--- src/rtl/phy_tx_stripe_mux.sv ---
`default_nettype none
// +----------------------------------------------------------------------------+
// | Module      : phy_tx_stripe_mux                                            |
// | Description : Per-lane FIFOs drained onto one stream in strict lane order. |
// |               Optional idle-symbol insertion: PHY_TX_IDLE_INSERT_EN.       |
// | Revision    : 1.0 - initial release                                        |
// +----------------------------------------------------------------------------+
module phy_tx_stripe_mux #(
  parameter int           LANES    = 4,
  parameter int           W        = 8,
  parameter int           DEPTH    = 4,
  parameter logic [W-1:0] IDLE_SYM = W'(8'hBC)
) (
  input  logic                     clk,
  input  logic                     reset,
  input  logic [LANES*W-1:0]       data_in,
  input  logic [LANES-1:0]         valid_in,
  input  logic                     ready_out,
  input  logic                     flush,
  output logic [W-1:0]             data_out,
  output logic                     valid_out,
  output logic                     idle_out,
  output logic [$clog2(LANES)-1:0] lane_ptr,
  output logic [LANES-1:0]         lane_full,
  output logic [LANES-1:0]         lane_empty,
  output logic                     overflow
);

  localparam int c_lw = $clog2(LANES);
  localparam int c_aw = $clog2(DEPTH);
  localparam int c_cw = c_aw + 1;

  logic [W-1:0]     r_mem [LANES][DEPTH];
  logic [c_aw-1:0]  r_wp  [LANES];
  logic [c_aw-1:0]  r_rp  [LANES];
  logic [c_cw-1:0]  r_cnt [LANES];
  logic [c_lw-1:0]  r_lane_ptr;
  logic [W-1:0]     r_data_out;
  logic             r_valid_out;
  logic             r_overflow;
  logic             w_pop;
  logic [LANES-1:0] w_lane_pop;
  logic [LANES-1:0] w_push;
  logic [LANES-1:0] w_drop;
  logic [W-1:0]     w_head;

  for (genvar gi = 0; gi < LANES; gi++) begin : g_status
    assign lane_full[gi]  = (r_cnt[gi] == c_cw'(DEPTH));
    assign lane_empty[gi] = (r_cnt[gi] == '0);
  end

  // A stall on an empty lane never skips ahead, keeping stripe order strict.
  assign w_pop  = ready_out && !lane_empty[r_lane_ptr];
  assign w_head = r_mem[r_lane_ptr][r_rp[r_lane_ptr]];

  always_comb begin
    w_lane_pop = '0;
    w_push     = '0;
    w_drop     = '0;
    for (int i = 0; i < LANES; i++) begin
      w_lane_pop[i] = w_pop && (r_lane_ptr == c_lw'(i));
      w_push[i]     = valid_in[i] && (!lane_full[i] || w_lane_pop[i]);
      w_drop[i]     = valid_in[i] && !w_push[i];
    end
  end

  always_ff @(posedge clk or negedge reset) begin
    if (!reset) begin
      for (int i = 0; i < LANES; i++) begin
        r_cnt[i] <= '0;
        r_wp[i]  <= '0;
        r_rp[i]  <= '0;
      end
      r_lane_ptr <= '0;
      r_overflow <= 1'b0;
    end else if (flush) begin
      for (int i = 0; i < LANES; i++) begin
        r_cnt[i] <= '0;
        r_wp[i]  <= '0;
        r_rp[i]  <= '0;
      end
      r_lane_ptr <= '0;
      r_overflow <= 1'b0;
    end else begin
      for (int i = 0; i < LANES; i++) begin
        if (w_push[i])     r_wp[i] <= r_wp[i] + c_aw'(1);
        if (w_lane_pop[i]) r_rp[i] <= r_rp[i] + c_aw'(1);
        case ({w_push[i], w_lane_pop[i]})
          2'b10:   r_cnt[i] <= r_cnt[i] + c_cw'(1);
          2'b01:   r_cnt[i] <= r_cnt[i] - c_cw'(1);
          default: r_cnt[i] <= r_cnt[i];
        endcase
      end
      if (w_pop)
        r_lane_ptr <= (r_lane_ptr == c_lw'(LANES - 1)) ? '0 : r_lane_ptr + c_lw'(1);
      if (|w_drop)
        r_overflow <= 1'b1;
    end
  end

  always_ff @(posedge clk) begin
    for (int i = 0; i < LANES; i++) begin
      if (!flush && w_push[i]) r_mem[i][r_wp[i]] <= data_in[i*W +: W];
    end
  end

  always_ff @(posedge clk or negedge reset) begin
    if (!reset) begin
      r_data_out  <= '0;
      r_valid_out <= 1'b0;
    end else if (flush) begin
      r_valid_out <= 1'b0;
    end else if (w_pop) begin
      r_data_out  <= w_head;
      r_valid_out <= 1'b1;
    end else begin
      r_valid_out <= 1'b0;
`ifdef PHY_TX_IDLE_INSERT_EN
      if (ready_out) r_data_out <= IDLE_SYM;
`endif
    end
  end

`ifdef PHY_TX_IDLE_INSERT_EN
  logic r_idle_out;

  always_ff @(posedge clk or negedge reset) begin
    if (!reset) r_idle_out <= 1'b0;
    else        r_idle_out <= !flush && ready_out && !w_pop;
  end

  assign idle_out = r_idle_out;
`else
  // Idle symbol only matters when insertion is compiled in.
  logic w_unused_idle_sym;
  assign w_unused_idle_sym = ^IDLE_SYM;
  assign idle_out          = 1'b0;
`endif

  assign data_out  = r_data_out;
  assign valid_out = r_valid_out;
  assign lane_ptr  = r_lane_ptr;
  assign overflow  = r_overflow;

endmodule
`default_nettype wire

--- config.mk ---
export PLATFORM = sky130hd
export DESIGN_NAME = phy_tx_stripe_mux
export DESIGN_NICKNAME = d
export VERILOG_FILES = /design/src/rtl/phy_tx_stripe_mux.sv
export SDC_FILE = /design/constraint.sdc
export NUM_CORES = 1
export LEC_CHECK = 0
export ABC_AREA = 1
export BUFFER_PORTS_ARGS = -buffer_cell sky130_fd_sc_hd__buf_2
export CAP_MARGIN = 25
export CORE_MARGIN = 4
export CORE_UTILIZATION = 60
export CTS_BUF_LIST = sky130_fd_sc_hd__clkbuf_16
export CTS_CLUSTER_DIAMETER = 60
export DETAILED_ROUTE_END_ITERATION = 8
export MAX_ROUTING_LAYER = met4
export PLACE_DENSITY = 0.8
export SYNTH_ARGS = -nofsm -noshare
export SYNTH_HDL_FRONTEND = slang
export SYNTH_SLANG_ARGS = --single-unit
--- constraint.sdc ---
create_clock -name clk -period 2.75 [get_ports clk]
set_input_delay 0.1375 -clock clk [delete_from_list [all_inputs] [get_ports clk]]
set_output_delay 0.1375 -clock clk [all_outputs]
set_load 0.1 [all_outputs]
==> results.md, run 1 <==
* HP Class: input pin to flop
* First-pass GRT wire length at 29300 um
* Status: complete, no violations
* Dpl cells at 925
* Highest Clock Rate at 0.424 GHz
* Unrepaired setup endpoints after global routing: no
* Clock Skew at 0.0110 ns
* Commonest non-fill, non-tap cell in the layout: edfxtp_1
* Power Density at 963 nW/um^2
* Average wire per standard cell at 19.0 um
* Pleak at 3.72 nW
* Cell mode on critical path: nand3_1
* Root Buffer: clkbuf_16
* Post-route ant nets at 0
* Final Non-Filler Cells at 990
* Gr ovfl total at 0
* Placed wire-length estimate at 12800 um
* Worst setup EP type: flop
* Slew margin rel. at 39.7%
* Total track usage at 27.7%
* Crit path largest cell delay at 0.50 ns
* GP Congestion at 0.921
* Metal2 WL at 9360 um
* Core box area at 12600 sq um
* Critical path class: flop to flop
* Hold Fails Final Rpt at 0
* ANT cells at 0
* Mean Syn Cell Area at 10.9 sq um
* Setup TNS at 0 ns
* M1 wire length at 7230 um
* WL met3 at 1510 um
* Sequential area share after synthesis at 63.2%
* Slowest cell on crit path: dfrtp_2
* Initial Util at 61.0%
* Design area at 9010 sq um
* Yosys cell types at 34
* Max Root-Sink Buffers at 2
* DRC viols at 0
* Die area at 14600 sq um
* Final nets at 869
* Chip width at 121 um
* Most frequent cells in the layout: edfxtp_1 (128), nand2_1 (93), nor2_1 (93)
* Skew-Pair Late Insertion Delay at 0.43 ns
* Yosys warns at 0
* Uppermost layer routed: met4
* Row cnt at 41
* 1st-iter DRT viols at 603
* Crit share post-route at 85.7%
* Final setup viols at 0
* #FFs+latches synth at 168
* # IOs at 61
* CTS Buf Count at 17
* Crit path cell chain: inv_4 -> nand3_1 -> nand3_1 -> nand2_2 -> nand3_1 -> nor2_1 -> fa_1 -> xor2_1 -> inv_1 -> nand2_1 -> nand2_1 -> nand3_1 -> nand2_1
* Peak supply drop at 546 uV
* Pin count of the biggest net entering global routing at 67
* Synthesized cell area at 7660 sq um
* Final Slew Violations at 0
* Worst-path clk slew at 0.06 ns
* CTS tree: done
* Most used flip-flop cell after synthesis: edfxtp_1
* Share of post-route cells with drive strength above 1 at 15.8%
* Asr flop ratio synth at 23.8%
* Slew @ Worst Pin at 0.905 ns
* Vias in the first global route at 5496
* Maximum fanout along the worst path at 13
* WL final at 18800 um
* Max Cap Viol at 0
* Clk sinks at 168
* # H-tree levels at 4
* Startpoint types: flop
* Avg Vias per Cell at 5.79
* # port buffers at 59
* Syn nets at 769
* Initial antenna violation count at 0
* Synth-to-Final Area Change at 17.6%
* Router iterations before antenna repair at 5
* Fillers at 832
* Fin crit period at 2.36 ns
* Number of flops mapped to enable cells by yosys at 128
* Required time of the critical path at 3.06 ns
* Crit path DAT at 2.67 ns
* Vias at 5732
* Cells after Synth at 705
* # Post-CTS Setup Buffers at 0
* Area after DPL at 8130 sq um
* Die height at 121 um
* Total power at 8.67 mW
## cell usage after synthesis (4+ instances only)
| cell type | n | area share, % |
|---|---|---|
| edfxtp_1 | 128 | 50 |
| nor2_1 | 93 | 4.6 |
| nand2_1 | 93 | 4.6 |
| fa_1 | 4 | 1.0 |
| nand4_1 | 16 | 1.3 |
| nand2_2 | 4 | 0.33 |
| buf_6 | 8 | 1.2 |
| clkbuf_1 | 9 | 0.44 |
| o22ai_1 | 32 | 2.6 |
| o21ai_0 | 73 | 4.8 |
| buf_2 | 11 | 0.72 |
| inv_1 | 73 | 3.6 |
| ha_1 | 20 | 3.3 |
| nand3_2 | 4 | 0.52 |
| nand3_1 | 36 | 2.4 |
| nor3_1 | 4 | 0.26 |
| buf_4 | 4 | 0.39 |
| o211ai_1 | 16 | 1.6 |
| o21ai_1 | 10 | 0.65 |
| dfrtp_1 | 40 | 13 |
| xor2_1 | 4 | 0.46 |
| a21oi_1 | 10 | 0.65 |
## layout make-up
cell class                      instances  area (sq um)  share of cell area [%]
Clock buffer                           17           425                    4.72
Inverter                               76           290                    3.22
Timing Repair Buffer                  114           791                    8.78
Multi-Input combinational cell        428          2310                    25.7
Tap cell                              172           215                    2.39
Clock inverter                         15           126                    1.40
Sequential cell                       168          4850                    53.8
## what timing repair did
item,CTS,global route
hold buffers,33,0
hold endpoints to repair,168,0
resized for setup,0,0
## critical path: cells and delay by family, from the launching register on
| family | cells | cell delay (ns) |
|---|---|---|
| xor+xnor | 1 | 0.24 |
| fa+ha+maj | 1 | 0.38 |
| buf+inv | 2 | 0.18 |
| flops | 1 | 0.50 |
| simple gates | 9 | 0.92 |
## kinds of logic after synthesis
| group | Yosys count | share of synthesized area [%] |
|---|---|---|
| XOR/XNOR | 4 | 0.457 |
| buffers and inverters | 109 | 6.57 |
| flip-flops | 168 | 63.2 |
| other | 1 | 0.0489 |
| AND/OR/NAND/NOR | 254 | 14.4 |
| AO/OA/AOI/OAI | 145 | 10.9 |
| adder cells (fa/ha/maj) | 24 | 4.31 |
## metrics by stage
stage / hold WS, ns / utilization (%) / setup WS (ns)
after floorplan: -0.158 / - / 0.108
after global placement: 0.301 / 64.7 / 0.506
after detailed placement: 0.321 / 64.7 / 0.424
after CTS: 0.0153 / 71.7 / 0.414
after global routing: 0.0352 / 71.7 / 0.155
final: 0.0386 / 71.7 / 0.393
## routing by layer
| metal | GRT usage (%) | up-vias |
|---|---|---|
| met5 | - | - |
| met4 | 12.7 | 0 |
| met3 | 4.43 | 50 |
| met2 | 43.9 | 307 |
| met1 | 35.4 | 2736 |
| li1 | - | 2639 |
## final timing paths
path	start	end	slack [ns]	cells after the start
setup / recovery	lane_ptr[0]	r_cnt[5]	0.39	13
max in group asynchronous	reset	lane_ptr[1]	1.75	2
min in group asynchronous	reset	overflow	0.38	2
hold / removal	flush	overflow	0.04	2
setup reg to reg	lane_ptr[0]	r_cnt[5]	0.39	13
hold reg to reg	data_out[4]	data_out[4]	0.48	2
## where the power goes
group          switching [mW]  leakage, nW  total, mW  internal (mW)
sequential              0.194         1.69       3.17           2.98
clock                   0.979        0.267       2.22           1.24
combinational            2.47         1.77       3.28          0.804
total                    3.65         3.72       8.67           5.03
## flip-flops by register name, summed over array words and instances (netlist names)
name	cells
r_wp	8
r_mem	128
lane_ptr	2
r_rp	8
r_cnt	12
data_out	8
valid_out	1
overflow	1
Note: power is estimated with default switching activity, not from simulation.
==> run 2: changes to the inputs <==
--- a/config.mk
+++ b/config.mk
@@ -15,6 +15,7 @@
 export DETAILED_ROUTE_END_ITERATION = 8
 export MAX_ROUTING_LAYER = met4
 export PLACE_DENSITY = 0.8
+export REMOVE_ABC_BUFFERS = 1
 export SYNTH_ARGS = -nofsm -noshare
 export SYNTH_HDL_FRONTEND = slang
 export SYNTH_SLANG_ARGS = --single-unit
==> run 2 against run 1 <==
  * Routed wire length up 0.72%
  * Final cell count grew 0.71%
  * Clock skew shrank 0.0046 ns
  * Combinational power about the same
  * Cell area grew 0.93%
  * Non-clock buffer count is 7 higher
  * Register-to-register slack got worse by 0.08 ns
  * Core utilization increased by 0.67 points
  * Largest power group unchanged
==> results.md, run 2 (synthesis results as in run 1) <==
* # port buffers at 59
* Placed wire-length estimate at 12400 um
* Post-route ant nets at 0
* CTS tree: done
* Crit path largest cell delay at 0.53 ns
* Highest Clock Rate at 0.411 GHz
* WL final at 18900 um
* CTS Buf Count at 17
* Crit path DAT at 2.76 ns
* Slew @ Worst Pin at 0.706 ns
* # Post-CTS Setup Buffers at 0
* Final critical-path setup slack at 0.315 ns
* Bufs and invs on worst path at 3
* Initial antenna violation count at 0
* Vias in the first global route at 5662
* Root Buffer: clkbuf_16
* Crit path cell chain: inv_4 -> buf_4 -> a21oi_1 -> a32oi_4 -> inv_4 -> o211ai_1 -> nand2_1 -> nand2_1 -> nand2_1
* First-pass GRT wire length at 29800 um
* 1st-iter DRT viols at 896
* Die height at 121 um
* Avg Vias per Cell at 5.87
* Slew margin rel. at 52.9%
* Fillers at 834
* GP Congestion at 0.915
* Status: complete, no violations
* Total track usage at 27.9%
* Crit share post-route at 88.6%
* Number of flip-flops under the largest register name at 128
* Pleak at 3.77 nW
* Unrepaired setup endpoints after global routing: no
* Pre-CTS setup slack at 0.373 ns
* Worst-path clk slew at 0.07 ns
* Commonest non-fill, non-tap cell in the layout: edfxtp_1
* Power Density at 961 nW/um^2
* Peak supply drop at 719 uV
* Synth-to-Final Area Change at 18.7%
* Required time of the critical path at 3.07 ns
* Die area at 14600 sq um
* Hold Fails Final Rpt at 0
* Clock Skew at 0.00642 ns
* Slowest cell on crit path: buf_4
* Total power at 8.73 mW
* Skew-Pair Late Insertion Delay at 0.43 ns
* Router iterations before antenna repair at 5
* Maximum fanout along the worst path at 68
* ANT cells at 0
* Final setup viols at 0
* Chip width at 121 um
* PostCTS Resize Cnt at 0
* Worst setup EP type: flop
* Max Cap Viol at 0
* Share of post-route cells with drive strength above 1 at 16.4%
* Critical path class: flop to flop
* Clk sinks at 168
* Final Slew Violations at 0
* Fin crit period at 2.44 ns
* Pin count of the biggest net entering global routing at 69
* # IOs at 61
* Vias at 5856
* DRC viols at 0
* Core box area at 12600 sq um
* Row cnt at 41
* Max Root-Sink Buffers at 2
* Average wire per standard cell at 19.0 um
* Initial Util at 61.0%
* Startpoint types: flop
* HP Class: input pin to async pin
* Most frequent cells in the layout: edfxtp_1 (128), nand2_1 (93), nor2_1 (93)
* Final Non-Filler Cells at 997
* # H-tree levels at 4
* Gr ovfl total at 0
* Dpl cells at 930
* Final nets at 876
* Top delay family on crit path: compound AO/OA/AOI/OAI gates
* Cell mode on critical path: nand2_1
-- run 2: cell count changes in the layout (fill, tap and decap cells not counted) --
cell and delta:
dlygate4sd3_1 +1, buf_12 +1, clkinv_2 -2, clkinv_1 -1
inv_6 -2, inv_8 +3, dfrtp_1 +1, clkinvlp_4 +2
dfrtp_2 -1, buf_4 +5
-- run 2: layout make-up --
class	instances	area [sq um]	area share, %
Clock inverter	15	144	1.58
Timing Repair Buffer	121	858	9.44
Clock buffer	17	425	4.68
Tap cell	172	215	2.37
Inverter	76	290	3.19
Sequential cell	168	4850	53.3
Multi-Input combinational cell	428	2310	25.4
-- run 2: layer usage --
metal / share of wire, % / up-vias / GRT usage [%] / routed length (um)
li1: - / 2668 / - / -
met1: 38 / 2778 / 35.5 / 7150
met2: 50 / 360 / 44.6 / 9450
met3: 9.9 / 50 / 6.34 / 1880
met4: 2.5 / 0 / 9.99 / 465
met5: 0 / - / - / 0
-- run 2: final timing paths --
check	from	end	slack, ns	depth (start not counted)
min in group clk	valid_in[2]	r_wp[3]	0.10	4
min	reset	r_cnt[4]	0.03	2
max in group asynchronous	reset	lane_ptr[0]	2.30	3
min reg2reg	r_rp[3]	r_rp[3]	0.53	2
max reg2reg	lane_ptr[0]	data_out[6]	0.31	9
max	lane_ptr[0]	data_out[6]	0.31	9
-- run 2: per-stage QoR --
step	hold slack (ns)	util (%)	area, sq um	TNS, ns
after floorplan	-0.158	-	7450	-243.12
after global placement	0.325	64.9	8160	0
after detailed placement	0.328	64.9	8160	0
after CTS	0.0833	72.2	9070	0
after global routing	0.0337	72.3	9090	0
final	0.0345	72.3	9090	0
-- run 2: timing repair --
| item | in CTS | in global routing |
|---|---|---|
| hold buffers | 34 | 0 |
| setup endpoints to repair | 0 | 0 |
| endpoints found under the hold margin | 169 | 0 |
-- run 2: where the power goes --
part,switching (mW),internal (mW)
combinational,2.45,0.815
sequential,0.213,2.98
clock,1.02,1.26
